===== config.mk =====
export PLATFORM = sky130hd
export DESIGN_NAME = charge_ctrl_mc_flat
export DESIGN_NICKNAME = d
export VERILOG_FILES = /design/src/rtl/charge_ctrl_mc_pkg.sv /design/src/rtl/charge_ctrl_mc_if.sv /design/src/rtl/charge_ctrl_mc_channel.sv /design/src/rtl/charge_ctrl_mc.sv /design/src/flat_wrapper.sv
export SDC_FILE = /design/constraint.sdc
export NUM_CORES = 1
export LEC_CHECK = 0
export BUFFER_PORTS_ARGS = -buffer_cell sky130_fd_sc_hd__buf_4
export CAP_MARGIN = 40
export CORE_MARGIN = 2
export CORE_UTILIZATION = 57
export DETAILED_ROUTE_END_ITERATION = 8
export PLACE_DENSITY_LB_ADDON = 0.12
export SETUP_SLACK_MARGIN = 0.1
export SYNTH_ARGS = -nofsm -noshare
export SYNTH_HDL_FRONTEND = slang
export SYNTH_HIERARCHICAL = 1
export SYNTH_SLANG_ARGS = --single-unit

===== constraint.sdc =====
create_clock -name CLK -period 4.7 [get_ports CLK]
set_input_delay 0.235 -clock CLK [delete_from_list [all_inputs] [get_ports CLK]]
set_output_delay 0.235 -clock CLK [all_outputs]
set_load 0.03 [all_outputs]

===== src/rtl/charge_ctrl_mc_pkg.sv =====
// Shared key codes, FSM state type and keypad decode for the charging controller.
// Latency: combinational helpers only.
// Backpressure: none; pure definitions.
package charge_ctrl_mc_pkg;

    localparam logic [3:0] KEY_WAKE = 4'd3;
    localparam logic [3:0] KEY_CLR  = 4'd7;
    localparam logic [3:0] KEY_OK   = 4'd11;
    localparam logic [3:0] KEY_NEXT = 4'd13;
    localparam logic [3:0] KEY_ZERO = 4'd12;

    typedef enum logic {
        IDLE  = 1'b0,
        ENTRY = 1'b1
    } state_t;

    // Scanner codes are laid out as a 4x4 grid; digit keys map to {valid, digit}.
    function automatic logic [4:0] key2digit(input logic [3:0] key);
        logic [4:0] r;
        r = 5'b0;
        case (key)
            4'd0:     r = {1'b1, 4'd1};
            4'd1:     r = {1'b1, 4'd2};
            4'd2:     r = {1'b1, 4'd3};
            4'd4:     r = {1'b1, 4'd4};
            4'd5:     r = {1'b1, 4'd5};
            4'd6:     r = {1'b1, 4'd6};
            4'd8:     r = {1'b1, 4'd7};
            4'd9:     r = {1'b1, 4'd8};
            4'd10:    r = {1'b1, 4'd9};
            KEY_ZERO: r = {1'b1, 4'd0};
            default:  r = 5'b0;
        endcase
        return r;
    endfunction

endpackage


===== src/rtl/charge_ctrl_mc_if.sv =====
// Keypad-in / display-out bundle between scanner, controller and 7-segment drivers.
// Latency: wires only.
// Backpressure: none; EN is a level, every output is a status or a pulse.
interface charge_ctrl_mc_if #(
    parameter int NCH = 2,
    parameter int CW  = 1,
    parameter int MW  = 7,
    parameter int TW  = 6
);
    logic           EN;
    logic [3:0]     key_value;
    logic           start_1;
    logic [CW-1:0]  sel_ch;
    logic [MW-1:0]  outmoney;
    logic [TW-1:0]  outtime;
    logic [NCH-1:0] busy;
    logic [NCH-1:0] done;
    logic           reject;

    modport master (
        output EN, key_value,
        input  start_1, sel_ch, outmoney, outtime, busy, done, reject
    );

    modport slave (
        input  EN, key_value,
        output start_1, sel_ch, outmoney, outtime, busy, done, reject
    );
endinterface


===== src/rtl/charge_ctrl_mc_channel.sv =====
// One charger: loads a time budget and counts it down one unit per TICK_DIV cycles.
// Latency: load visible next edge; done pulses on the edge time reaches 0.
// Backpressure: a load while busy is dropped; the caller rejects it beforehand.
module charge_ctrl_mc_channel #(
    parameter int TW       = 6,
    parameter int TICK_DIV = 250
) (
    input  logic          clk,
    input  logic          rst,
    input  logic          load_i,
    input  logic [TW-1:0] load_time_i,
    output logic          busy_o,
    output logic [TW-1:0] time_o,
    output logic          done_o
);
    localparam int KW = (TICK_DIV > 1) ? $clog2(TICK_DIV) : 1;

    logic          busy_q, busy_d;
    logic [TW-1:0] time_q, time_d;
    logic [KW-1:0] tick_q, tick_d;
    logic          done_q, done_d;

    // Next state: load when free, otherwise run the prescaler and decrement at wrap.
    always_comb begin
        busy_d = busy_q;
        time_d = time_q;
        tick_d = tick_q;
        done_d = 1'b0;
        if (load_i && !busy_q) begin
            busy_d = 1'b1;
            time_d = load_time_i;
            tick_d = '0;
        end else if (busy_q) begin
            if (tick_q == KW'(TICK_DIV - 1)) begin
                tick_d = '0;
                time_d = time_q - 1'b1;
                if (time_q == TW'(1)) begin
                    busy_d = 1'b0;
                    done_d = 1'b1;
                end
            end else begin
                tick_d = tick_q + 1'b1;
            end
        end
    end

    // State registers; reset aborts any charge without a done pulse.
    always_ff @(posedge clk or posedge rst) begin
        if (rst) begin
            busy_q <= 1'b0;
            time_q <= '0;
            tick_q <= '0;
            done_q <= 1'b0;
        end else begin
            busy_q <= busy_d;
            time_q <= time_d;
            tick_q <= tick_d;
            done_q <= done_d;
        end
    end

    assign busy_o = busy_q;
    assign time_o = time_q;
    assign done_o = done_q;

endmodule


===== src/rtl/charge_ctrl_mc.sv =====
// Multi-channel charging controller: keypad entry, channel select, confirm/reject, idle sleep.
// Latency: every keypress acts on its rising-EN cycle and shows on the next edge.
// Backpressure: confirm on a busy channel or with empty entry yields a reject pulse.
module charge_ctrl_mc
    import charge_ctrl_mc_pkg::*;
#(
    parameter int NCH          = 2,
    parameter int DIGITS       = 2,
    parameter int MAX_MONEY    = 20,
    parameter int RATE         = 2,
    parameter int TICK_DIV     = 250,
    parameter int IDLE_TIMEOUT = 2500
) (
    input  logic             CLK,
    input  logic             RST,
    charge_ctrl_mc_if.slave  bus
);
    localparam int CW  = (NCH > 1) ? $clog2(NCH) : 1;
    localparam int MOD = 10 ** DIGITS;
    localparam int MW  = $clog2(MOD);
    localparam int TW  = $clog2(MAX_MONEY * RATE + 1);
    localparam int IW  = $clog2(IDLE_TIMEOUT + 1);

    state_t         state_q, state_d;
    logic           en_q;
    logic [MW-1:0]  entry_q, entry_d;
    logic [CW-1:0]  sel_q, sel_d;
    logic [IW-1:0]  idle_q, idle_d;
    logic           reject_q, reject_d;
    logic           load_en;

    logic           kp;
    logic [4:0]     dig;
    logic [31:0]    entry_cap;
    logic [TW-1:0]  entry_time;
    logic [NCH-1:0] busy_w;
    logic [NCH-1:0] done_w;
    logic [TW-1:0]  ch_time [NCH];
    logic           sel_busy;

    assign kp       = bus.EN & ~en_q;
    assign dig      = key2digit(bus.key_value);
    assign sel_busy = busy_w[sel_q];

    // Capped amount converted to time units; used both for loading and for the preview.
    always_comb begin
        entry_cap  = (32'(entry_q) > 32'(MAX_MONEY)) ? 32'(MAX_MONEY) : 32'(entry_q);
        entry_time = TW'(entry_cap * 32'(RATE));
    end

    // FSM next state, entry editing, channel select, confirm arbitration and idle counting.
    always_comb begin
        state_d  = state_q;
        entry_d  = entry_q;
        sel_d    = sel_q;
        idle_d   = '0;
        reject_d = 1'b0;
        load_en  = 1'b0;
        case (state_q)
            IDLE: begin
                if (kp && bus.key_value == KEY_WAKE) begin
                    state_d = ENTRY;
                    entry_d = '0;
                    sel_d   = '0;
                end
            end
            ENTRY: begin
                if (kp) begin
                    // Any keypress restarts the idle window, so it beats the timeout.
                    if (dig[4]) begin
                        entry_d = MW'((32'(entry_q) * 32'd10 + 32'(dig[3:0])) % 32'(MOD));
                    end else begin
                        case (bus.key_value)
                            KEY_CLR:  entry_d = '0;
                            KEY_NEXT: sel_d = (sel_q == CW'(NCH - 1)) ? '0 : sel_q + 1'b1;
                            KEY_OK: begin
                                // busy is the pre-edge value, so a channel finishing
                                // this very cycle still refuses the load.
                                if (entry_q != '0 && !sel_busy) begin
                                    load_en = 1'b1;
                                    entry_d = '0;
                                end else begin
                                    reject_d = 1'b1;
                                end
                            end
                            default: ;
                        endcase
                    end
                end else if (entry_q == '0 && busy_w == '0) begin
                    if (idle_q == IW'(IDLE_TIMEOUT - 1)) begin
                        state_d = IDLE;
                    end else begin
                        idle_d = idle_q + 1'b1;
                    end
                end
            end
            default: state_d = IDLE;
        endcase
    end

    // Controller registers and keypad edge history.
    always_ff @(posedge CLK or posedge RST) begin
        if (RST) begin
            state_q  <= IDLE;
            en_q     <= 1'b0;
            entry_q  <= '0;
            sel_q    <= '0;
            idle_q   <= '0;
            reject_q <= 1'b0;
        end else begin
            state_q  <= state_d;
            en_q     <= bus.EN;
            entry_q  <= entry_d;
            sel_q    <= sel_d;
            idle_q   <= idle_d;
            reject_q <= reject_d;
        end
    end

    for (genvar g = 0; g < NCH; g++) begin : g_ch
        charge_ctrl_mc_channel #(
            .TW       (TW),
            .TICK_DIV (TICK_DIV)
        ) u_ch (
            .clk         (CLK),
            .rst         (RST),
            .load_i      (load_en && (sel_q == CW'(g))),
            .load_time_i (entry_time),
            .busy_o      (busy_w[g]),
            .time_o      (ch_time[g]),
            .done_o      (done_w[g])
        );
    end

    assign bus.start_1  = (state_q == ENTRY);
    assign bus.sel_ch   = sel_q;
    assign bus.outmoney = entry_q;
    assign bus.outtime  = (state_q == IDLE) ? '0 : (sel_busy ? ch_time[sel_q] : entry_time);
    assign bus.busy     = busy_w;
    assign bus.done     = done_w;
    assign bus.reject   = reject_q;

endmodule


===== src/flat_wrapper.sv =====
// flat-port wrapper written by rule: the top's interface ports become plain ports
module charge_ctrl_mc_flat import charge_ctrl_mc_pkg::*;
#(
    parameter int NCH          = 2,
    parameter int DIGITS       = 2,
    parameter int MAX_MONEY    = 20,
    parameter int RATE         = 2,
    parameter int TICK_DIV     = 250,
    parameter int IDLE_TIMEOUT = 2500
)
  (CLK, RST, bus_EN, bus_key_value, bus_start_1, bus_sel_ch, bus_outmoney, bus_outtime, bus_busy, bus_done, bus_reject);
  charge_ctrl_mc_if #(.NCH(NCH), .CW(1), .MW(7), .TW(6)) bus_i ();
  input  logic CLK;
  input  logic RST;
  input wire logic [$bits(bus_i.EN)-1:0] bus_EN;
  input wire logic [$bits(bus_i.key_value)-1:0] bus_key_value;
  output wire logic [$bits(bus_i.start_1)-1:0] bus_start_1;
  output wire logic [$bits(bus_i.sel_ch)-1:0] bus_sel_ch;
  output wire logic [$bits(bus_i.outmoney)-1:0] bus_outmoney;
  output wire logic [$bits(bus_i.outtime)-1:0] bus_outtime;
  output wire logic [$bits(bus_i.busy)-1:0] bus_busy;
  output wire logic [$bits(bus_i.done)-1:0] bus_done;
  output wire logic [$bits(bus_i.reject)-1:0] bus_reject;
  assign bus_i.EN = bus_EN;
  assign bus_i.key_value = bus_key_value;
  assign bus_start_1 = bus_i.start_1;
  assign bus_sel_ch = bus_i.sel_ch;
  assign bus_outmoney = bus_i.outmoney;
  assign bus_outtime = bus_i.outtime;
  assign bus_busy = bus_i.busy;
  assign bus_done = bus_i.done;
  assign bus_reject = bus_i.reject;
  charge_ctrl_mc #(.NCH(NCH), .DIGITS(DIGITS), .MAX_MONEY(MAX_MONEY), .RATE(RATE), .TICK_DIV(TICK_DIV), .IDLE_TIMEOUT(IDLE_TIMEOUT)) u_core (.CLK(CLK), .RST(RST), .bus(bus_i));
endmodule

# Yosys cells after proc, flatten, opt, wreduce, memory -nomap -nowiden
# Memory sizes are Yosys's and may differ from the RTL's.
# Cells that the tools add are included.
# totals
reg_bits,55
latchBits,0
ramBits,0
mem_bits_ro,80
inputBits,7
elab_cells,135
n_memories,1
# op_classes
addsub,7
n_mul,1
div,1
order_cmp,3
n_eq_ne,15
n_shift,0
muxes,67
n_bitwise,5
reduce_logical,21
# memory_table
memory,words,width,rd,rd_clocked_by_memory_dff,write_ports,line,source
(no name shown),16,5,1,0,0,charge_ctrl_mc_pkg.sv:21,case (key)
# ops
operator,count
6-bit two-way mux,11
12-bit two-way mux,4
8-bit two-way mux,6
1-bit two-way mux,37
32-bit by 7-bit modulo with 32-bit output (second input constant),1
7-bit two-way mux,4
7-bit case mux with 2 select lines,2
8-bit by 1-bit adder with 8-bit output (second input constant),2
8-bit equality test (second input constant),2
11-bit by 4-bit adder with 12-bit output,1
12-bit by 1-bit adder with 12-bit output (second input constant),1
12-bit equality test (second input constant),1
6-bit by 1-bit equality test with 1-bit output (second input constant),2
6-bit by 1-bit subtractor with 6-bit output (second input constant),2
7-bit by 3-bit multiplier with 10-bit output (second input constant),1
4-bit equality test (second input constant),2
4-bit != test (second input constant),2
4-bit AND reduction,2
2-bit nonzero test,4
7-bit by 5-bit > comparator with 1-bit output (second input constant),1
1-bit logical AND,7
7-bit logical NOT,1
7-bit nonzero test,1
2-bit != test (second input constant),3
other kinds (14),20

# Logic depth before layout (Yosys ltp)
# logic_depth
word_depth,13
mapped_depth,23

# Cells and area by module
# The synthesis kept the hierarchy.
# by_module_without_submodules
module,instances,cells_each,area_each_um2,seq_area_each_um2
charge_ctrl_mc,1,395,3164.3,575.6
charge_ctrl_mc_channel,2,96,915.9,400.4

# Worst setup path after synthesis
# OpenSTA, ideal clock, no wires.
# synth_path
path_type,register to register
start,"register u_core.entry_q[3], in the netlist u_core/bus.outmoney[3]"
end,"register u_core.entry_q[2], in the netlist u_core/bus.outmoney[2]"
setup_time_ns,0.122
t_arrival_ns,5.236
slack_ns,-0.657
path_stages_with_launch,22
period_less_slack_ns,5.357
cell_sequence,dfrtp_1 -> ha_1 -> ha_1 -> inv_1 -> fa_1 -> nand2b_1 -> o22ai_4 -> and4_1 -> buf_6 -> nand3b_2 -> a21o_1 -> a221o_1 -> a31oi_4 -> o21ba_4 -> a21oi_4 -> and2_4 -> o21ai_1 -> and3_4 -> buf_6 -> a2111oi_2 -> o21ai_0 -> a32o_1
# synth_between
elab_chain_len,6
elab_cells_between_ends,10
# synth_rtl
element,line,source
"start, declared",charge_ctrl_mc.sv:26,"logic [MW-1:0] entry_q, entry_d;"
"start signal, assigned",charge_ctrl_mc.sv:113,entry_q <= entry_d;
7-bit by 3-bit multiplier with 10-bit output,charge_ctrl_mc.sv:71,entry_d = MW'((32'(entry_q) * 32'd10 + 32'(dig[3:0])) % 32'(MOD));
11-bit by 4-bit adder with 12-bit output,charge_ctrl_mc.sv:71,
32-bit by 7-bit modulo with 32-bit output,charge_ctrl_mc.sv:71,
7-bit two-way mux,charge_ctrl_mc.sv:70,if (dig[4]) begin
7-bit two-way mux,charge_ctrl_mc.sv:68,if (kp) begin
7-bit case mux with 2 select lines,charge_ctrl_mc.sv:59,case (state_q)
# Several ways; a longest one is shown, not always the timed one. The select of a mux whose other input is x is not followed.
# A chain may end at the register's enable or synchronous reset.

# Final worst setup path
# layout_path
start,"register u_core.entry_q[3], in the netlist u_core/bus.outmoney[3]"
end,"register u_core.entry_q[3], in the netlist u_core/bus.outmoney[3]"
# The elaborated chain is that of the path after synthesis.

==> key figures <==
Placement
  • Post-DP HPWL: between 9000 and 10000 um
  • RD Place Congestion: 0.916
  • DP Area: slightly above 6000 um^2
  • Dpl cells: slightly above 800
  • Worst slack, placed: -0.653 ns
  • Buffers on Ports: 26

Floorplanning
  • Initial Utilization: 0.581
  • Core ar.: about 8600 um^2
  • Die Y: around 98 um
  • Rows: 34
  • Full die area: 9530 um^2
  • Die width: between 90 and 100 um
  • # IOs: 27

Detailed routing
  • Post-route ant nets: 0
  • Residual DRC: 0
  • DR pass1 iterations: 5
  • Initial DRC Count: roughly 410
  • Avg WL per Cell: 16.5 um
  • Via count: 5106
  • Vias/cell: 6.14
  • Final WL: about 14000 um

Timing
  • Setup tns final: -1.58 ns
  • Fin. max-slew vios: 0
  • Final WS setup: -0.353 ns
  • Part of the cycle the worst path needs: 1.08
  • RSZ-0062 raised after global routing: true
  • Max Clk Rate: a little under 0.2 GHz
  • Slew @ Worst Pin: approximately 0.7 ns
  • Hold Violations, Final: 0
  • Tmin final: 5.05 ns
  • # setup viols final: 5
  • Worst slew margin: 0.529
  • Clock skew: 0.0149 ns

Synthesis
  • Mux share of post-synthesis cell area: 0.0313
  • Top cells by area, synth: dfrtp_1 (28%), ha_1 (6.5%), nand2_1 (4.1%)
  • Area leader, netlist: dfrtp_1
  • Post-synth EDFFs: 0
  • Flops & latches, synth: 55
  • Main combinational cell family by area after synthesis: simple AND/OR/NAND/NOR gates
  • Post-synth top flop: dfrtp_1
  • Post-synthesis compound-gate area fraction: 0.232
  • Avg Cell Area, Syn: around 8.5 um^2
  • Post-Synth XOR/XNOR Area: 0.0814
  • Yosys cell types: 92
  • Adder-cell share of the synthesized area: 0.0754
  • Post-Syn Area: between 4000 and 5000 um^2
  • Synth warn: 6
  • Mapped Cells: slightly below 600
  • Top cell type's share of synthesized area: 0.275
  • Seq/Total Area, Yosys: 0.275
  • Synth async-reset ratio: 1.00
  • Simple-gate share of the synthesized area: 0.267

Layout
  • Count of non-filler cells in the finished layout: a little over 800
  • Final net count: around 760
  • Ratio of cells with drive above 1 in the final layout: 0.343
  • Antenna diode count: 0
  • Final instance area: roughly 6700 um^2
  • Syn-to-layout area delta: 33.3%
  • Fillers: between 500 and 600

CTS
  • H-tree lvl count: 2
  • Root Driver: clkbuf_8
  • Worst skew pair latency: 0.32 ns
  • CTS tree: done
  • CTS buffer count: 5
  • Clock sinks: between 50 and 60
  • Clk pin slew, worst setup/hold paths: 0.11 ns
  • Max clock buf depth: 2

Hold path
  • Worst hold-check path type: input pin to flop
  • Worst min-delay path endpoint: u_core/en_q
  • Worst Hold Depth: 1
  • Min-delay src: bus_EN

Global routing
  • Initial antenna violation count: 0
  • Total GRT Usage: 0.279
  • Global-route wire length before repair: roughly 22000 um
  • Grt total ovfl: 0
  • Vias in the first global route: a little under 5000
  • Largest net degree at the start of global routing: 22

Critical path
  • R2r setup slk: -0.35 ns
  • Required time worst endpoint: between 4 and 5 ns
  • Length in cells of the worst reg-to-reg path: 21
  • Crit-path max FO: 7
  • Crit end category: flop
  • Reg-to-Reg Start: u_core/bus.outmoney[3]
  • Arr. time, crit path: 5.27 ns
  • Startpoint class of the critical path: flop
  • Critical path class: flop to flop
  • Worst reg2reg endpoint: u_core/bus.outmoney[3]

Status
  • Failing checks: setup timing
  • Outcome: finished with violations

Run
  • Maxcap violations: 0
## how the worst max path moves through the flow
stage / slack, ns / startpoint / endpoint
3_5_place_dp: -0.65 / bus_key_value[0] / u_core/bus.outmoney[4]
6_report: -0.35 / u_core/bus.outmoney[3] / u_core/bus.outmoney[3]
2_1_floorplan: -0.36 / u_core/bus.outmoney[3] / u_core/bus.outmoney[3]
5_1_grt: -0.50 / u_core/bus.outmoney[2] / u_core/bus.outmoney[5]
3_3_place_gp: -0.43 / bus_key_value[0] / u_core/bus.outmoney[4]
4_1_cts: -0.25 / u_core/bus.outmoney[1] / u_core/bus.outmoney[4]
## per-layer routing
| layer | share of wire | track usage | up-vias |
|---|---|---|---|
| li1 | - | - | 2440 |
| met1 | 0.43 | 0.348 | 2519 |
| met5 | 0 | 0 | - |
| met4 | 0.019 | 0.0759 | 0 |
| met2 | 0.52 | 0.511 | 120 |
| met3 | 0.029 | 0.0295 | 27 |
## cells by family after synthesis
| family | after synthesis |
|---|---|
| and+or+nand+nor | 248 |
| AOI/OAI and AO/OA | 156 |
| DFF | 55 |
| xor gates and xnor gates | 43 |
| buffers and inverters | 40 |
| adders and majority gates | 29 |
| muxes | 15 |
| other | 1 |
## cell usage in the layout (no fill, tap or decap), types with 10 or more instances in the layout
cell / netlist / routed
nand3_1: 25 / 22
o21ai_0: 37 / 32
xnor2_1: 20 / 19
nor3_1: 22 / 18
ha_1: 26 / 22
nor2_1: 53 / 50
nand2_1: 55 / 53
nand4_1: 10 / 10
nor2b_1: 11 / 11
xor2_1: 19 / 18
inv_1: 28 / 27
a21oi_1: 26 / 23
buf_4: 0 / 135
dfrtp_1: 55 / 51
## registers in the layout, indices dropped and copies added, names as in the netlist
register / cells
u_core/g_ch.u_ch/tick_q: 16
u_core/g_ch.u_ch/time_o: 12
u_core/idle_q: 12
u_core/bus.outmoney: 7
u_core/g_ch.u_ch/busy_o: 2
u_core/g_ch.u_ch/done_o: 2
u_core/bus.reject: 1
u_core/bus.sel_ch: 1
u_core/bus.start_1: 1
u_core/en_q: 1
## cell usage after synthesis (all sizes together) (3+ instances only)
cell type and count:
nor2 55, and2 8, nand2b 7, ha 26
dfrtp 55, o31ai 5, a211oi 10, or4 4
o211ai 4, nand2 55, o22ai 8, a22o 3
xnor2 24, nor2b 11, nor3b 5, or2 4
nor3 22, clkbuf 7, nor4 9, o21bai 3
a211o 3, and3 12, o2111ai 3, a221o 3
mux2 5, a21o 5, xor2 19, inv 28
mux2i 10, nand4 10, buf 5, o21ai 46
o221ai 4, a21oi 28, nand3 27, a31oi 7
## cell type report
type / count / area (um^2) / area share
sequential: 55 / 1380 / 0.207
clock buffer: 5 / 68.8 / 0.0103
timing repair buffer: 139 / 1070 / 0.161
clock inverter: 3 / 50.0 / 0.00751
multi-input combinational: 493 / 3850 / 0.578
inverter: 28 / 105 / 0.0158
tap: 108 / 135 / 0.0203
## worst max-delay path, cell delays in order (launching register included)
cell       delay, ns
dfrtp_2         0.44
buf_4           0.17
ha_1            0.33
ha_4            0.32
buf_4           0.14
nor2_1          0.06
o21bai_1        0.29
and4_1          0.28
buf_6           0.14
nand3b_4        0.10
a21o_1          0.22
a221o_1         0.40
a31oi_4         0.19
o21ba_4         0.21
a211oi_4        0.26
nor4_2          0.09
buf_4           0.16
o2111ai_4       0.20
o211ai_4        0.13
a2111o_1        0.38
a31o_1          0.21
a32o_1          0.23
## stage by stage
stage,hold slack (ns),utilization
finish,0.0303,0.775
CTS,0.0286,0.748
floorplan,0.149,-
global route,0.00965,0.775
global placement,0.351,0.706
detailed placement,0.178,0.710
## what timing repair did
| item | 4_1_cts | 5_1_grt |
|---|---|---|
| hold buffers | 1 | 0 |
| pin swaps | 18 | 10 |
| endpoints found under the setup margin | 5 | 5 |
| hold endpoints to repair | 2 | 0 |
| resized for setup | 30 | 33 |
| buffers inserted | 8 | 9 |
Power is not shown: default switching activity piles up to over one toggle a cycle in this logic, so the estimate is an artifact.
